[config.mk]
export PLATFORM = sky130hd
export DESIGN_NAME = sqroot_seq_flat
export DESIGN_NICKNAME = d
export VERILOG_FILES = /design/src/rtl/sqroot_pkg.sv /design/src/rtl/sqroot_if.sv /design/src/rtl/sqroot_step.sv /design/src/rtl/sqroot_seq.sv /design/src/flat_wrapper.sv
export SDC_FILE = /design/constraint.sdc
export NUM_CORES = 1
export LEC_CHECK = 0
export ABC_AREA = 1
export BUFFER_PORTS_ARGS = -buffer_cell sky130_fd_sc_hd__clkbuf_2
export CAP_MARGIN = 5
export CORE_ASPECT_RATIO = 0.9
export CORE_UTILIZATION = 27
export CTS_CLUSTER_DIAMETER = 40
export DETAILED_ROUTE_END_ITERATION = 8
export GPL_ROUTABILITY_DRIVEN = 0
export PLACE_DENSITY_LB_ADDON = 0.12
export SYNTH_ARGS = -nofsm -noshare
export SYNTH_HDL_FRONTEND = slang
export SYNTH_SLANG_ARGS = --single-unit
[constraint.sdc]
create_clock -name clk -period 1.3 [get_ports clk]
set_input_delay 0.13 -clock clk [delete_from_list [all_inputs] [get_ports clk]]
set_output_delay 0.13 -clock clk [all_outputs]
set_load 0.02 [all_outputs]
[src/rtl/sqroot_pkg.sv]
// Shared types and width helpers for the iterative square-root unit.
// Optional feature macro: SQROOT_REM_EN (adds the floor-remainder output).
package sqroot_pkg;

  typedef enum logic [1:0] {
    IDLE  = 2'd0,
    CALC  = 2'd1,
    ROUND = 2'd2,
    DONE  = 2'd3
  } state_t;

  localparam int NBITS_DEFAULT = 8;

  // Result carries one extra bit so round-to-nearest can reach 2^(nbits/2).
  function automatic int result_width(input int nbits);
    return nbits / 2 + 1;
  endfunction

  // Partial remainder never exceeds 2*root, plus headroom for the shifted-in digit pair.
  function automatic int rem_width(input int nbits);
    return nbits / 2 + 2;
  endfunction

  // Step counter runs nbits/2-1 down to 0.
  function automatic int step_cnt_width(input int nbits);
    return $clog2(nbits / 2);
  endfunction

endpackage

[src/rtl/sqroot_if.sv]
// Operand/result handshake bundle for sqroot_seq.
// Optional feature macro: SQROOT_REM_EN (adds rem_out).
interface sqroot_if
  import sqroot_pkg::*;
#(
  parameter int NBITS = NBITS_DEFAULT
);
  localparam int RBITS = result_width(NBITS);

  logic             in_valid;
  logic             in_ready;
  logic [NBITS-1:0] arg;
  logic             roundup;
  logic             out_valid;
  logic             out_ready;
  logic [RBITS-1:0] sqroot;
`ifdef SQROOT_REM_EN
  logic [NBITS/2:0] rem_out;
`endif

`ifdef SQROOT_REM_EN
  modport master (output in_valid, arg, roundup, out_ready,
                  input  in_ready, out_valid, sqroot, rem_out);
  modport slave  (input  in_valid, arg, roundup, out_ready,
                  output in_ready, out_valid, sqroot, rem_out);
`else
  modport master (output in_valid, arg, roundup, out_ready,
                  input  in_ready, out_valid, sqroot);
  modport slave  (input  in_valid, arg, roundup, out_ready,
                  output in_ready, out_valid, sqroot);
`endif

endinterface

[src/rtl/sqroot_step.sv]
// One digit step of the shift-and-subtract square root: brings in the next
// two operand bits and decides the next root bit.
module sqroot_step
  import sqroot_pkg::*;
#(
  parameter int NBITS = NBITS_DEFAULT
) (
  input  logic [NBITS/2+1:0] rem,
  input  logic [NBITS/2-1:0] root,
  input  logic [1:0]         bits,
  output logic [NBITS/2+1:0] rem_next,
  output logic [NBITS/2-1:0] root_next
);
  localparam int HALF = NBITS / 2;
  localparam int WREM = rem_width(NBITS);

  logic [WREM-1:0] shifted;
  logic [WREM-1:0] trial;

  // Top two remainder bits are zero before the shift, so truncation is lossless.
  always_comb begin
    shifted = WREM'({rem, bits});
    trial   = {root, 2'b01};
    if (shifted >= trial) begin
      rem_next  = shifted - trial;
      root_next = HALF'({root, 1'b1});
    end else begin
      rem_next  = shifted;
      root_next = HALF'({root, 1'b0});
    end
  end

endmodule

[src/rtl/sqroot_seq.sv]
// Iterative NBITS-wide integer square root, one result bit per clock,
// floor or round-to-nearest, valid/ready on both sides.
// Optional feature macro: SQROOT_REM_EN (drives bus.rem_out with the floor remainder).
module sqroot_seq
  import sqroot_pkg::*;
#(
  parameter int NBITS = NBITS_DEFAULT
) (
  input  logic    clk,
  input  logic    rst,
  sqroot_if.slave bus
);
  localparam int HALF  = NBITS / 2;
  localparam int RBITS = result_width(NBITS);
  localparam int WREM  = rem_width(NBITS);
  localparam int CNT_W = step_cnt_width(NBITS);

  if ((NBITS % 2) != 0 || NBITS < 4) begin : g_bad_nbits
    $error("sqroot_seq: NBITS must be even and >= 4");
  end

  logic [1:0]       rst_pipe;
  logic             rst_int;
  state_t           state;
  logic [NBITS-1:0] arg_q;
  logic             roundup_q;
  logic [WREM-1:0]  rem_q;
  logic [HALF-1:0]  root_q;
  logic [CNT_W-1:0] cnt_q;
  logic             in_ready_q;
  logic             out_valid_q;
  logic [RBITS-1:0] sqroot_q;
  logic [WREM-1:0]  rem_next;
  logic [HALF-1:0]  root_next;
  logic             round_up;
`ifdef SQROOT_REM_EN
  logic [HALF:0]    rem_out_q;
`endif

  // Reset asserts immediately, releases two clocks after rst falls.
  always_ff @(posedge clk or posedge rst) begin
    if (rst) rst_pipe <= 2'b11;
    else     rst_pipe <= {rst_pipe[0], 1'b0};
  end
  assign rst_int = rst_pipe[1];

  sqroot_step #(.NBITS(NBITS)) u_step (
    .rem       (rem_q),
    .root      (root_q),
    .bits      (arg_q[NBITS-1:NBITS-2]),
    .rem_next  (rem_next),
    .root_next (root_next)
  );

  // Floor remainder above root means the true root is past r+0.5.
  assign round_up = roundup_q && (rem_q > {2'b00, root_q});

  // Control FSM and datapath registers.
  always_ff @(posedge clk or posedge rst_int) begin
    if (rst_int) begin
      state       <= IDLE;
      arg_q       <= '0;
      roundup_q   <= 1'b0;
      rem_q       <= '0;
      root_q      <= '0;
      cnt_q       <= '0;
      in_ready_q  <= 1'b1;
      out_valid_q <= 1'b0;
      sqroot_q    <= '0;
`ifdef SQROOT_REM_EN
      rem_out_q   <= '0;
`endif
    end else begin
      case (state)
        IDLE: begin
          if (bus.in_valid && in_ready_q) begin
            arg_q      <= bus.arg;
            roundup_q  <= bus.roundup;
            rem_q      <= '0;
            root_q     <= '0;
            cnt_q      <= CNT_W'(HALF - 1);
            in_ready_q <= 1'b0;
            state      <= CALC;
          end
        end
        CALC: begin
          rem_q  <= rem_next;
          root_q <= root_next;
          arg_q  <= {arg_q[NBITS-3:0], 2'b00};
          if (cnt_q == '0) state <= ROUND;
          else             cnt_q <= cnt_q - CNT_W'(1);
        end
        ROUND: begin
          sqroot_q    <= {1'b0, root_q} + {{HALF{1'b0}}, round_up};
`ifdef SQROOT_REM_EN
          rem_out_q   <= rem_q[HALF:0];
`endif
          out_valid_q <= 1'b1;
          state       <= DONE;
        end
        DONE: begin
          if (bus.out_ready) begin
            out_valid_q <= 1'b0;
            in_ready_q  <= 1'b1;
            state       <= IDLE;
          end
        end
        default: state <= IDLE;
      endcase
    end
  end

  assign bus.in_ready  = in_ready_q;
  assign bus.out_valid = out_valid_q;
  assign bus.sqroot    = sqroot_q;
`ifdef SQROOT_REM_EN
  assign bus.rem_out   = rem_out_q;
`endif

endmodule
[src/flat_wrapper.sv]
// flat-port wrapper written by rule: the top's interface ports become plain ports
module sqroot_seq_flat import sqroot_pkg::*;
#(
  parameter int NBITS = NBITS_DEFAULT
)
  (clk, rst, bus_in_valid, bus_arg, bus_roundup, bus_out_ready, bus_in_ready, bus_out_valid, bus_sqroot);
  sqroot_if #(.NBITS(NBITS)) bus_i ();
  input  logic clk;
  input  logic rst;
  input wire logic [$bits(bus_i.in_valid)-1:0] bus_in_valid;
  input wire logic [$bits(bus_i.arg)-1:0] bus_arg;
  input wire logic [$bits(bus_i.roundup)-1:0] bus_roundup;
  input wire logic [$bits(bus_i.out_ready)-1:0] bus_out_ready;
  output wire logic [$bits(bus_i.in_ready)-1:0] bus_in_ready;
  output wire logic [$bits(bus_i.out_valid)-1:0] bus_out_valid;
  output wire logic [$bits(bus_i.sqroot)-1:0] bus_sqroot;
  assign bus_i.in_valid = bus_in_valid;
  assign bus_i.arg = bus_arg;
  assign bus_i.roundup = bus_roundup;
  assign bus_i.out_ready = bus_out_ready;
  assign bus_in_ready = bus_i.in_ready;
  assign bus_out_valid = bus_i.out_valid;
  assign bus_sqroot = bus_i.sqroot;
  sqroot_seq #(.NBITS(NBITS)) u_core (.clk(clk), .rst(rst), .bus(bus_i));
endmodule
* Yosys cells after proc, flatten, opt, wreduce, memory -nomap -nowiden
Cells that the tools add are included.
** Cells by class
- Add/subtract/negate cells :: 3
- Order comparisons :: 2
- Equality and inequality tests :: 7
- Multiplexer cells :: 20
- Reduce and logical (&&, ||, !) cells :: 13
** Operators with widths (number)
- one-hot mux 8 bit (2 select lines) :: 1
- 2-to-1 mux 6 bit :: 2
- one-hot mux 6 bit (2 select lines) :: 1
- 2-to-1 mux 2 bit :: 5
- AND reduction 3 bit :: 3
- 2-to-1 mux 8 bit :: 1
- one-hot mux 2 bit (4 select lines) :: 1
- one-hot mux 4 bit (2 select lines) :: 1
- >= comparator 6 bit :: 1
- greater-than comparator 6 x 4 -> 1 bit :: 1
- AND reduction 2 bit :: 3
- nonzero test 2 bit :: 3
- subtractor 6 bit :: 1
- adder 4 x 1 -> 5 bit :: 1
- equality test 2 bit, second input constant :: 2
- zero test 2 bit :: 2
- 2-to-1 mux 1 bit :: 4
- 2-to-1 mux 4 bit :: 1
- inequality test 2 x 1 -> 1 bit, second input constant :: 2
- inequality test 2 bit, second input constant :: 2
- one-hot mux 1 bit (2 select lines) :: 2
- one-hot mux 2 bit (2 select lines) :: 1
- equality test 2 x 1 -> 1 bit, second input constant :: 1
- logical AND 1 bit :: 2
- subtractor 2 x 1 -> 2 bit, second input constant :: 1
** Storage, ports and cells
- Register bits after elaboration :: 32
- Logic and storage cells :: 55

* Longest topological paths before layout
Gate-level depths: netlist (run 1).
- Word-level depth :: 3
- Gate-level depth with buffers :: 12
- Mapped depth without buffers :: 12

* Cells and area by module
A second synthesis (run 1) with hierarchy kept.
** Second synthesis, totals
- Cell total of the unflattened synthesis :: 259
- Area, all modules :: 2087.0 um2
** Modules (own cells, without submodules)
- sqroot_seq :: times used 1, cells each 190, area each 1682.9 um2
- sqroot_step :: times used 1, cells each 69, area each 404.1 um2

* Least setup slack after synthesis (run 1)
No wires, ideal clock.
- Path type :: flip-flop to flip-flop
- From :: register u_core.root_q[3]
- To :: register u_core.sqroot_q[2], in the netlist u_core.bus.sqroot[2]
- Setup time :: 0.083 ns
- Arrival time :: 1.869 ns
- Required time :: 1.217 ns
- Path slack :: -0.652 ns
- Stages on the path, launching flop included :: 11
- Path buffers :: 0
- Period minus slack after synthesis :: 1.952 ns
- Path through :: dfrtp_1 > inv_1 > ha_1 > a21oi_4 > a21oi_1 > o21a_1 > ha_1 > ha_1 > nand2_1 > nand2_1 > o21ai_0
** On the way
- Word-level cells in the longest chain between the ends :: 3
** Ends and longest elaborated chain
- start: declaration :: line sqroot_seq.sv:28 : logic [HALF-1:0] root_q;
- start signal: assignment :: line sqroot_seq.sv:88 : root_q <= root_next;
- greater-than comparator 6 x 4 -> 1 bit :: line sqroot_seq.sv:56 : assign round_up = roundup_q && (rem_q > {2'b00, root_q});
- logical AND 1 bit :: line sqroot_seq.sv:56
- adder 4 x 1 -> 5 bit :: line sqroot_seq.sv:94 : sqroot_q <= {1'b0, root_q} + {{HALF{1'b0}}, round_up};
- end signal: assignment :: line sqroot_seq.sv:94
- end: declaration :: line sqroot_seq.sv:32 : logic [RBITS-1:0] sqroot_q;
No other way between the ends.
A chain may end at the register's enable or synchronous reset.

* Worst setup path in the final report (run 1)
- From :: register u_core.rem_q[1]
- To :: register u_core.sqroot_q[2], in the netlist u_core.bus.sqroot[2]
** On the way
- Word-level cells in the longest chain between the ends :: 3
** Ends and longest elaborated chain
- start: declaration :: line sqroot_seq.sv:27 : logic [WREM-1:0] rem_q;
- start signal: assignment :: line sqroot_seq.sv:87 : rem_q <= rem_next;
- greater-than comparator 6 x 4 -> 1 bit :: line sqroot_seq.sv:56
- logical AND 1 bit :: line sqroot_seq.sv:56
- adder 4 x 1 -> 5 bit :: line sqroot_seq.sv:94
No other way between the ends.

==> key figures, run 1 <==
STA
  • Final setup violation count: 27
  • Shortest period the worst path allows: 1.77 ns
  • Minimum hold slack: 0.0641 ns
  • Maximum clock rate: 566 MHz
  • Setup repair after global routing missed its margin: true
  • Max-slew violation count: 0
  • Crit share post-route: 1.36
  • Sum of negative setup slack: -4.87 ns
  • Largest clock skew in the final design: 0.00909 ns
  • Worst setup slack after layout: -0.468 ns
  • Final hold viol count: 0

Floorplanning
  • Die Y: 80.5 um
  • Effective utilization at floorplan: 0.280
  • Core Rows: 28
  • Die Footprint: 7180 sq um
  • Core area: 6590 sq um
  • Die span in x: 89.2 um
  • I/O Pins: 20

Synthesis
  • Number of flip-flops and latches in the synthesized netlist: 32
  • Count of distinct cell types in the synthesized netlist: 34
  • Proportion of synthesized chip area in sequential cells: 0.436
  • Avg Cell Area, Syn: 8.28 sq um
  • Synthesized netlist cell count: 223
  • Top_reg_cell synth: sky130_fd_sc_hd__dfrtp_1
  • Number of nets produced by synthesis: 251
  • Netlist area before placement: 1850 sq um
  • Commonest cells in the synthesized netlist: sky130_fd_sc_hd__nand2_1 (58), sky130_fd_sc_hd__inv_1 (30), sky130_fd_sc_hd__dfrtp_1 (29)
  • Largest cells by area after synthesis: sky130_fd_sc_hd__dfrtp_1 (39%), sky130_fd_sc_hd__nand2_1 (12%), sky130_fd_sc_hd__ha_1 (10%)
  • Share of flip-flops with an asynchronous set or reset: 1.00
  • Yosys top cell by area: sky130_fd_sc_hd__dfrtp_1
  • Share of the synthesized area in the top cell type: 0.393
  • Most instantiated library cell after synthesis: sky130_fd_sc_hd__nand2_1
  • Number of enable flip-flop cells after synthesis: 0
  • Yosys warnings: 0

Power
  • Net load switching power: 4.00 mW
  • Sequential cell fraction of total power: 0.192
  • Sw Ratio: 0.443
  • Pwr Total: 9.02 mW
  • Power density normalized to cell area: 2990 nW/um^2
  • Max VDD drop: 1.06 mV
  • Proportion of power drawn by the clock network: 0.084
  • Pleak: 1.46 nW
  • Combinational share of power: 0.724
  • Power Internal: 5.02 mW

Routing
  • Antenna violation net count after detailed routing: 0
  • Number of vias in the routed layout: 1,680
  • Routed via count divided by cell count: 4.23
  • Starting DRT DRC Count: 46
  • Number of DRC violations after detailed routing: 0
  • Final WL: 4660 um
  • Initial DRT Pass Iterations: 4
  • Average wire per cell in the routed design: 11.7 um

Clock network
  • Count of clock tree sinks: 32
  • Clock insertion delay at the later pin of the skew report: 0.28 ns
  • Buffer cell driving the clock tree root: sky130_fd_sc_hd__clkbuf_8
  • Clock tree from TritonCTS: yes
  • Clock transition at the registers of the reported paths: 0.07 ns
  • Total clock buffers created by CTS: 5
  • H-tree lvl count: 2
  • Buffer depth of the longest clock path: 2

Placed design
  • Detail Placement HPWL: 3410 um
  • Input/output buffers: 19

Critical path
  • Arrival time of the worst setup path: 1.98 ns
  • Element type at the critical path start: register
  • Category of the worst setup path capture point: register
  • Largest incremental delay on the critical path: 0.41 ns
  • Required time of the critical path: 1.51 ns
  • Cell with the largest stage delay on the worst path: sky130_fd_sc_hd__dfrtp_1
  • Kind of critical path: reg2reg
  • Crit path top cell by count: sky130_fd_sc_hd__ha_4
  • Cell-by-cell listing of the critical path: ha_4 > inv_2 > nor2_2 > o21ai_1 > a21oi_1 > o21a_1 > ha_4 > ha_4 > nand2_4 > nand2_1 > o21ai_1
  • Crit-path max FO: 3

Finish
  • Layout fillers: 696
  • Fraction of final layout cells with drive strength greater than 1: 0.541
  • Area occupied by multi-input gates: 1240 sq um
  • Final #Nets: 334
  • Relative area change from synthesis to final layout: 63.4%
  • Antenna fix cells: 0
  • Reg area: 805 sq um

Outcome
  • Status: finished with violations
  • Failing checks: negative setup slack

GRT
  • GRT Total Usage: 0.148
  • First-pass GRT wire length: 7880 um
  • Vias in the first global route: 1,675
  • Maximum number of pins on one net before global-route repair: 21
  • Number of antenna violations at the first check in global routing: 0
  • Global route overflow: 0

Job
  • Maxcap violations: 0

Worst hold path
  • Type of the most critical hold path: in2reg
[per-stage QoR]
step | instances | utilization | area, sq um | setup slack (ns)
after floorplan | 223 | - | 1960 | -0.484
after global placement | 372 | 0.377 | 2480 | -0.476
after detailed placement | 372 | 0.377 | 2480 | -0.531
after CTS | 392 | 0.430 | 2830 | -0.543
after global routing | 397 | 0.458 | 3020 | -0.593
final | 397 | 0.458 | 3020 | -0.468
[cells by family after synthesis]
| logic type | count (synthesis) | synth area share |
|---|---|---|
| fa+ha+maj | 15 | 0.102 |
| simple gates | 103 | 0.259 |
| mux | 1 | 0.00610 |
| flops | 32 | 0.436 |
| compound gates | 32 | 0.108 |
| buf+inv | 37 | 0.0786 |
| xor+xnor | 2 | 0.00949 |
| other cells | 1 | 0.00203 |
[per-layer routing]
layer	vias to the layer above	global-route usage	share of wire
met5	-	0	0
met4	0	0.0524	0.015
met3	8	0.0329	0.026
met2	24	0.224	0.45
met1	759	0.204	0.51
li1	889	-	-
[layout make-up]
type	count	area share
Multi-Input combinational cell	154	0.411
Sequential cell	32	0.267
Timing Repair Buffer	79	0.207
Inverter	34	0.0498
Tap cell	90	0.0373
Clock buffer	6	0.0240
Clock inverter	2	0.00415
[worst paths after layout]
kind | cells past startpoint | endpoint | start | slack (ns)
max | 11 | u_core.bus.sqroot[2] | u_core.rem_q[1] | -0.47
min | 3 | u_core.arg_q[1] | bus_arg[1] | 0.06
max reg2reg | 11 | u_core.bus.sqroot[2] | u_core.rem_q[1] | -0.47
min reg2reg | 2 | u_core.bus.sqroot[1] | u_core.rst_pipe[1] | 0.25
max in group asynchronous | 2 | u_core.bus.in_ready | u_core.rst_pipe[1] | 0.72
min in group asynchronous | 2 | u_core.bus.sqroot[1] | u_core.rst_pipe[1] | 0.25
[cell usage in the layout (no fill, tap or decap), types with 2 or more instances in the layout]
master and count:
sky130_fd_sc_hd__nand2_1 42, sky130_fd_sc_hd__xor2_1 2, sky130_fd_sc_hd__nor2_2 4, sky130_fd_sc_hd__nand2_2 12, sky130_fd_sc_hd__o21ai_0 2, sky130_fd_sc_hd__a21oi_4 2
sky130_fd_sc_hd__clkbuf_2 18, sky130_fd_sc_hd__dfstp_2 3, sky130_fd_sc_hd__buf_6 10, sky130_fd_sc_hd__ha_4 9, sky130_fd_sc_hd__nand3_1 5, sky130_fd_sc_hd__nand2_4 7
sky130_fd_sc_hd__dfrtp_1 29, sky130_fd_sc_hd__ha_1 6, sky130_fd_sc_hd__nand3_4 2, sky130_fd_sc_hd__buf_4 47, sky130_fd_sc_hd__o21ai_1 9, sky130_fd_sc_hd__a21oi_1 3
sky130_fd_sc_hd__o21ai_2 3, sky130_fd_sc_hd__buf_12 3, sky130_fd_sc_hd__nand3_2 8, sky130_fd_sc_hd__nand4_1 6, sky130_fd_sc_hd__nor2_4 7, sky130_fd_sc_hd__o22ai_2 2
sky130_fd_sc_hd__clkbuf_8 5, sky130_fd_sc_hd__a31oi_1 6, sky130_fd_sc_hd__inv_1 18, sky130_fd_sc_hd__nor2_1 6, sky130_fd_sc_hd__inv_2 13
[state kept, by name, indices dropped and copies added, names as in the netlist]
signal and count:
u_core.bus.sqroot 5, u_core.root_q 4, u_core.state 2, u_core.bus.out_valid 1, u_core.cnt_q 2, u_core.bus.in_ready 1
u_core.rem_q 6, u_core.rst_pipe 2, u_core.roundup_q 1, u_core.arg_q 8
[power by group through the flow]
stage	logic, mW	clock network, mW	registers [mW]
global placement	5.00	0	1.71
global route	7.22	0.841	1.78
floorplan	3.06	0	1.82
CTS	5.95	0.796	1.72
detailed placement	5.01	0	1.71
finish	6.53	0.760	1.73
[worst max-delay path: cells and delay by family, from the launching register on]
kind	cells	cell delay, ns
and+or+nand+nor	3	0.13
buffers and inverters	1	0.06
adders and majority gates	3	0.59
AOI/OAI and AO/OA	4	0.50
DFF	1	0.41
[what timing repair did]
item,in CTS,in global routing
endpoints found under the hold margin,2,0
endpoints found under the setup margin,26,31
hold buffers,1,0
cloned,1,0
gates resized for setup,38,46
buffers inserted,10,6
pin swaps,21,20
Power figures use the tool's default switching activity.
==> run 2: changes to the inputs <==
RECOVER_POWER = 100   (was not set)
==> key figures, run 2 (synthesis results as in run 1) <==
Outcome
  • Status: finished with violations (unchanged)
  • Failing checks: negative setup slack (unchanged)

Power
  • Sw Ratio: 0.444 (was 0.443)
  • Combinational share of power: 0.723 (was 0.724)
  • Power density normalized to cell area: 3000 nW/um^2 (was 2990 nW/um^2)
  • Pleak: 1.43 nW (was 1.46 nW)
  • Power Internal: 5.00 mW (was 5.02 mW)
  • Max VDD drop: 1.06 mV (about the same)
  • Net load switching power: 4.00 mW (about the same)
  • Proportion of power drawn by the clock network: 0.084 (about the same)
  • Sequential cell fraction of total power: 0.192 (about the same)

Clock network
  • Clock tree from TritonCTS: yes (unchanged)
  • H-tree lvl count: 2 (unchanged)
  • Clock transition at the registers of the reported paths: 0.07 ns (about the same)
  • Buffer depth of the longest clock path: 2 (unchanged)
  • Clock insertion delay at the later pin of the skew report: 0.28 ns (about the same)
  • Buffer cell driving the clock tree root: sky130_fd_sc_hd__clkbuf_8 (unchanged)
  • Count of clock tree sinks: 32 (unchanged)
  • Total clock buffers created by CTS: 5 (unchanged)

Routing
  • Routed via count divided by cell count: 4.26 (was 4.23)
  • Number of vias in the routed layout: 1,691 (was 1,680)
  • Antenna violation net count after detailed routing: 0 (unchanged)
  • Starting DRT DRC Count: 44 (was 46)
  • Initial DRT Pass Iterations: 4 (unchanged)
  • Average wire per cell in the routed design: 11.7 um (about the same)
  • Number of DRC violations after detailed routing: 0 (unchanged)
  • Final WL: 4660 um (about the same)

Floorplanning
  • Core area: 6590 sq um (unchanged)
  • I/O Pins: 20 (unchanged)
  • Die Y: 80.5 um (unchanged)
  • Effective utilization at floorplan: 0.280 (unchanged)
  • Die Footprint: 7180 sq um (unchanged)
  • Die span in x: 89.2 um (unchanged)
  • Core Rows: 28 (unchanged)

Placed design
  • Detail Placement HPWL: 3410 um (unchanged)
  • Input/output buffers: 19 (unchanged)
  • Inst Count DP: 372 (unchanged)
  • Worst slack at placement: -0.531 ns (unchanged)

GRT
  • Global routing usage on met3: 0.0329 (unchanged)
  • Maximum number of pins on one net before global-route repair: 21 (unchanged)
  • Global route overflow: 0 (unchanged)
  • Vias in the first global route: 1,675 (unchanged)
  • First-pass GRT wire length: 7880 um (unchanged)
  • Global routing usage on met2: 0.224 (unchanged)
  • Number of antenna violations at the first check in global routing: 0 (unchanged)
  • Busiest metal layer after global routing: met2 (unchanged)
  • Met1 track demand over resource in global routing: 0.204 (unchanged)
  • GRT Total Usage: 0.148 (unchanged)

STA
  • Max-slew violation count: 0 (unchanged)
  • Minimum hold slack: 0.0642 ns (was 0.0641 ns)
  • Setup repair after global routing missed its margin: true (unchanged)
  • Crit share post-route: 1.36 (about the same)
  • Actual transition at the worst max-transition pin: 0.567 ns
  • Worst setup slack after layout: -0.468 ns (about the same)
  • Shortest period the worst path allows: 1.77 ns (about the same)
  • Final setup violation count: 27 (unchanged)
  • Maximum clock rate: 566 MHz (about the same)
  • Final hold viol count: 0 (unchanged)
  • Worst slew margin relative to its limit: 0.622
  • Largest clock skew in the final design: 0.00911 ns (was 0.00909 ns)

Critical path
  • CP Buf/Inv Count: 1 (unchanged)
  • Cell-by-cell listing of the critical path: ha_4 > inv_2 > nor2_2 > o21ai_1 > a21oi_1 > o21a_1 > ha_4 > ha_4 > nand2_4 > nand2_1 > o21ai_1 (unchanged)
  • Crit-path max FO: 3 (unchanged)
  • Category of the worst setup path capture point: register (unchanged)
  • Required time of the critical path: 1.51 ns (about the same)
  • Element type at the critical path start: register (unchanged)
  • Arrival time of the worst setup path: 1.98 ns (about the same)
  • Kind of critical path: reg2reg (unchanged)
  • Worst path top cell family by delay: adder cells (unchanged)
  • Cell with the largest stage delay on the worst path: sky130_fd_sc_hd__dfrtp_1 (unchanged)
  • Crit path top cell by count: sky130_fd_sc_hd__ha_4 (unchanged)
  • Largest incremental delay on the critical path: 0.41 ns (about the same)
  • Register-to-register setup slack: -0.47 ns (about the same)

Finish
  • Number of flip-flops in the largest register: 8 (unchanged)
  • Antenna fix cells: 0 (unchanged)
  • Commonest non-fill, non-tap cells in the layout: sky130_fd_sc_hd__buf_4 (45), sky130_fd_sc_hd__nand2_1 (42), sky130_fd_sc_hd__dfrtp_1 (29) (was sky130_fd_sc_hd__buf_4 (47), sky130_fd_sc_hd__nand2_1 (42), sky130_fd_sc_hd__dfrtp_1 (29))
  • Commonest non-fill, non-tap cell in the layout: sky130_fd_sc_hd__buf_4 (unchanged)
  • Finished Layout Cells: 397 (unchanged)
  • Relative area change from synthesis to final layout: 62.7% (was 63.4%)
  • Final #Nets: 334 (unchanged)
  • Fraction of final layout cells with drive strength greater than 1: 0.518 (was 0.541)
  • Most flops, register: u_core.arg_q (unchanged)

Worst hold path
  • Type of the most critical hold path: in2reg (unchanged)

Job
  • Maxcap violations: 0 (unchanged)
-- run 2: per-stage QoR --
stage	cell area (sq um)	power [mW]	util	setup TNS (ns)
6_report	3000	9.00	0.456	-4.91
5_1_grt	3000	9.81	0.456	-7.22
4_1_cts	2830	8.46	0.430	-4.87
3_5_place_dp	2480	6.72	0.377	-5.60
3_3_place_gp	2480	6.71	0.377	-5.37
2_1_floorplan	1960	4.88	-	-2.67
-- run 2: per-layer routing --
metal	up-vias	share of wire
met5	-	0
met4	0	0.015
met3	8	0.031
met2	27	0.45
met1	766	0.50
li1	890	-
-- run 2: timing repair --
| action | 4_1_cts | 5_1_grt |
|---|---|---|
| hold endpoints to repair | 2 | 0 |
| gates cloned | 1 | 0 |
| hold buffers | 1 | 0 |
| gates resized for setup | 38 | 46 |
| setup buffers | 10 | 6 |
| endpoints found under the setup margin | 26 | 31 |
| pin swaps | 21 | 20 |
-- run 2: tightest hold or removal path: stages --
cell and delay [ns]:
sky130_fd_sc_hd__clkbuf_2 0.08, sky130_fd_sc_hd__nand3_1 0.07, sky130_fd_sc_hd__nand2_1 0.04
-- run 2: final timing paths --
check | from | end | depth (start not counted)
max reg2reg | u_core.rem_q[1] | u_core.bus.sqroot[2] | 11
min | bus_arg[1] | u_core.arg_q[1] | 3
max in group asynchronous | u_core.rst_pipe[1] | u_core.bus.in_ready | 2
min reg2reg | u_core.rst_pipe[0] | u_core.rst_pipe[1] | 0
min in group asynchronous | u_core.rst_pipe[1] | u_core.bus.sqroot[0] | 2
max | u_core.rem_q[1] | u_core.bus.sqroot[2] | 11
-- run 2: final cells by class --
| cell class | instances | area [sq um] |
|---|---|---|
| clock inverters | 2 | 12.5 |
| well taps | 90 | 113 |
| fillers | 702 | 3580 |
| inverters | 34 | 150 |
| clock buffers | 6 | 72.6 |
| multi-input cells | 154 | 1240 |
| repair buffers | 79 | 612 |
| flip-flops and latches | 32 | 805 |
-- run 2: power groups by stage --
stage / Clock (mW) / Sequential (mW) / Combinational [mW]
2_1_floorplan: 0 / 1.82 / 3.06
3_3_place_gp: 0 / 1.71 / 5.00
3_5_place_dp: 0 / 1.71 / 5.01
4_1_cts: 0.796 / 1.72 / 5.95
5_1_grt: 0.841 / 1.78 / 7.20
6_report: 0.759 / 1.73 / 6.51
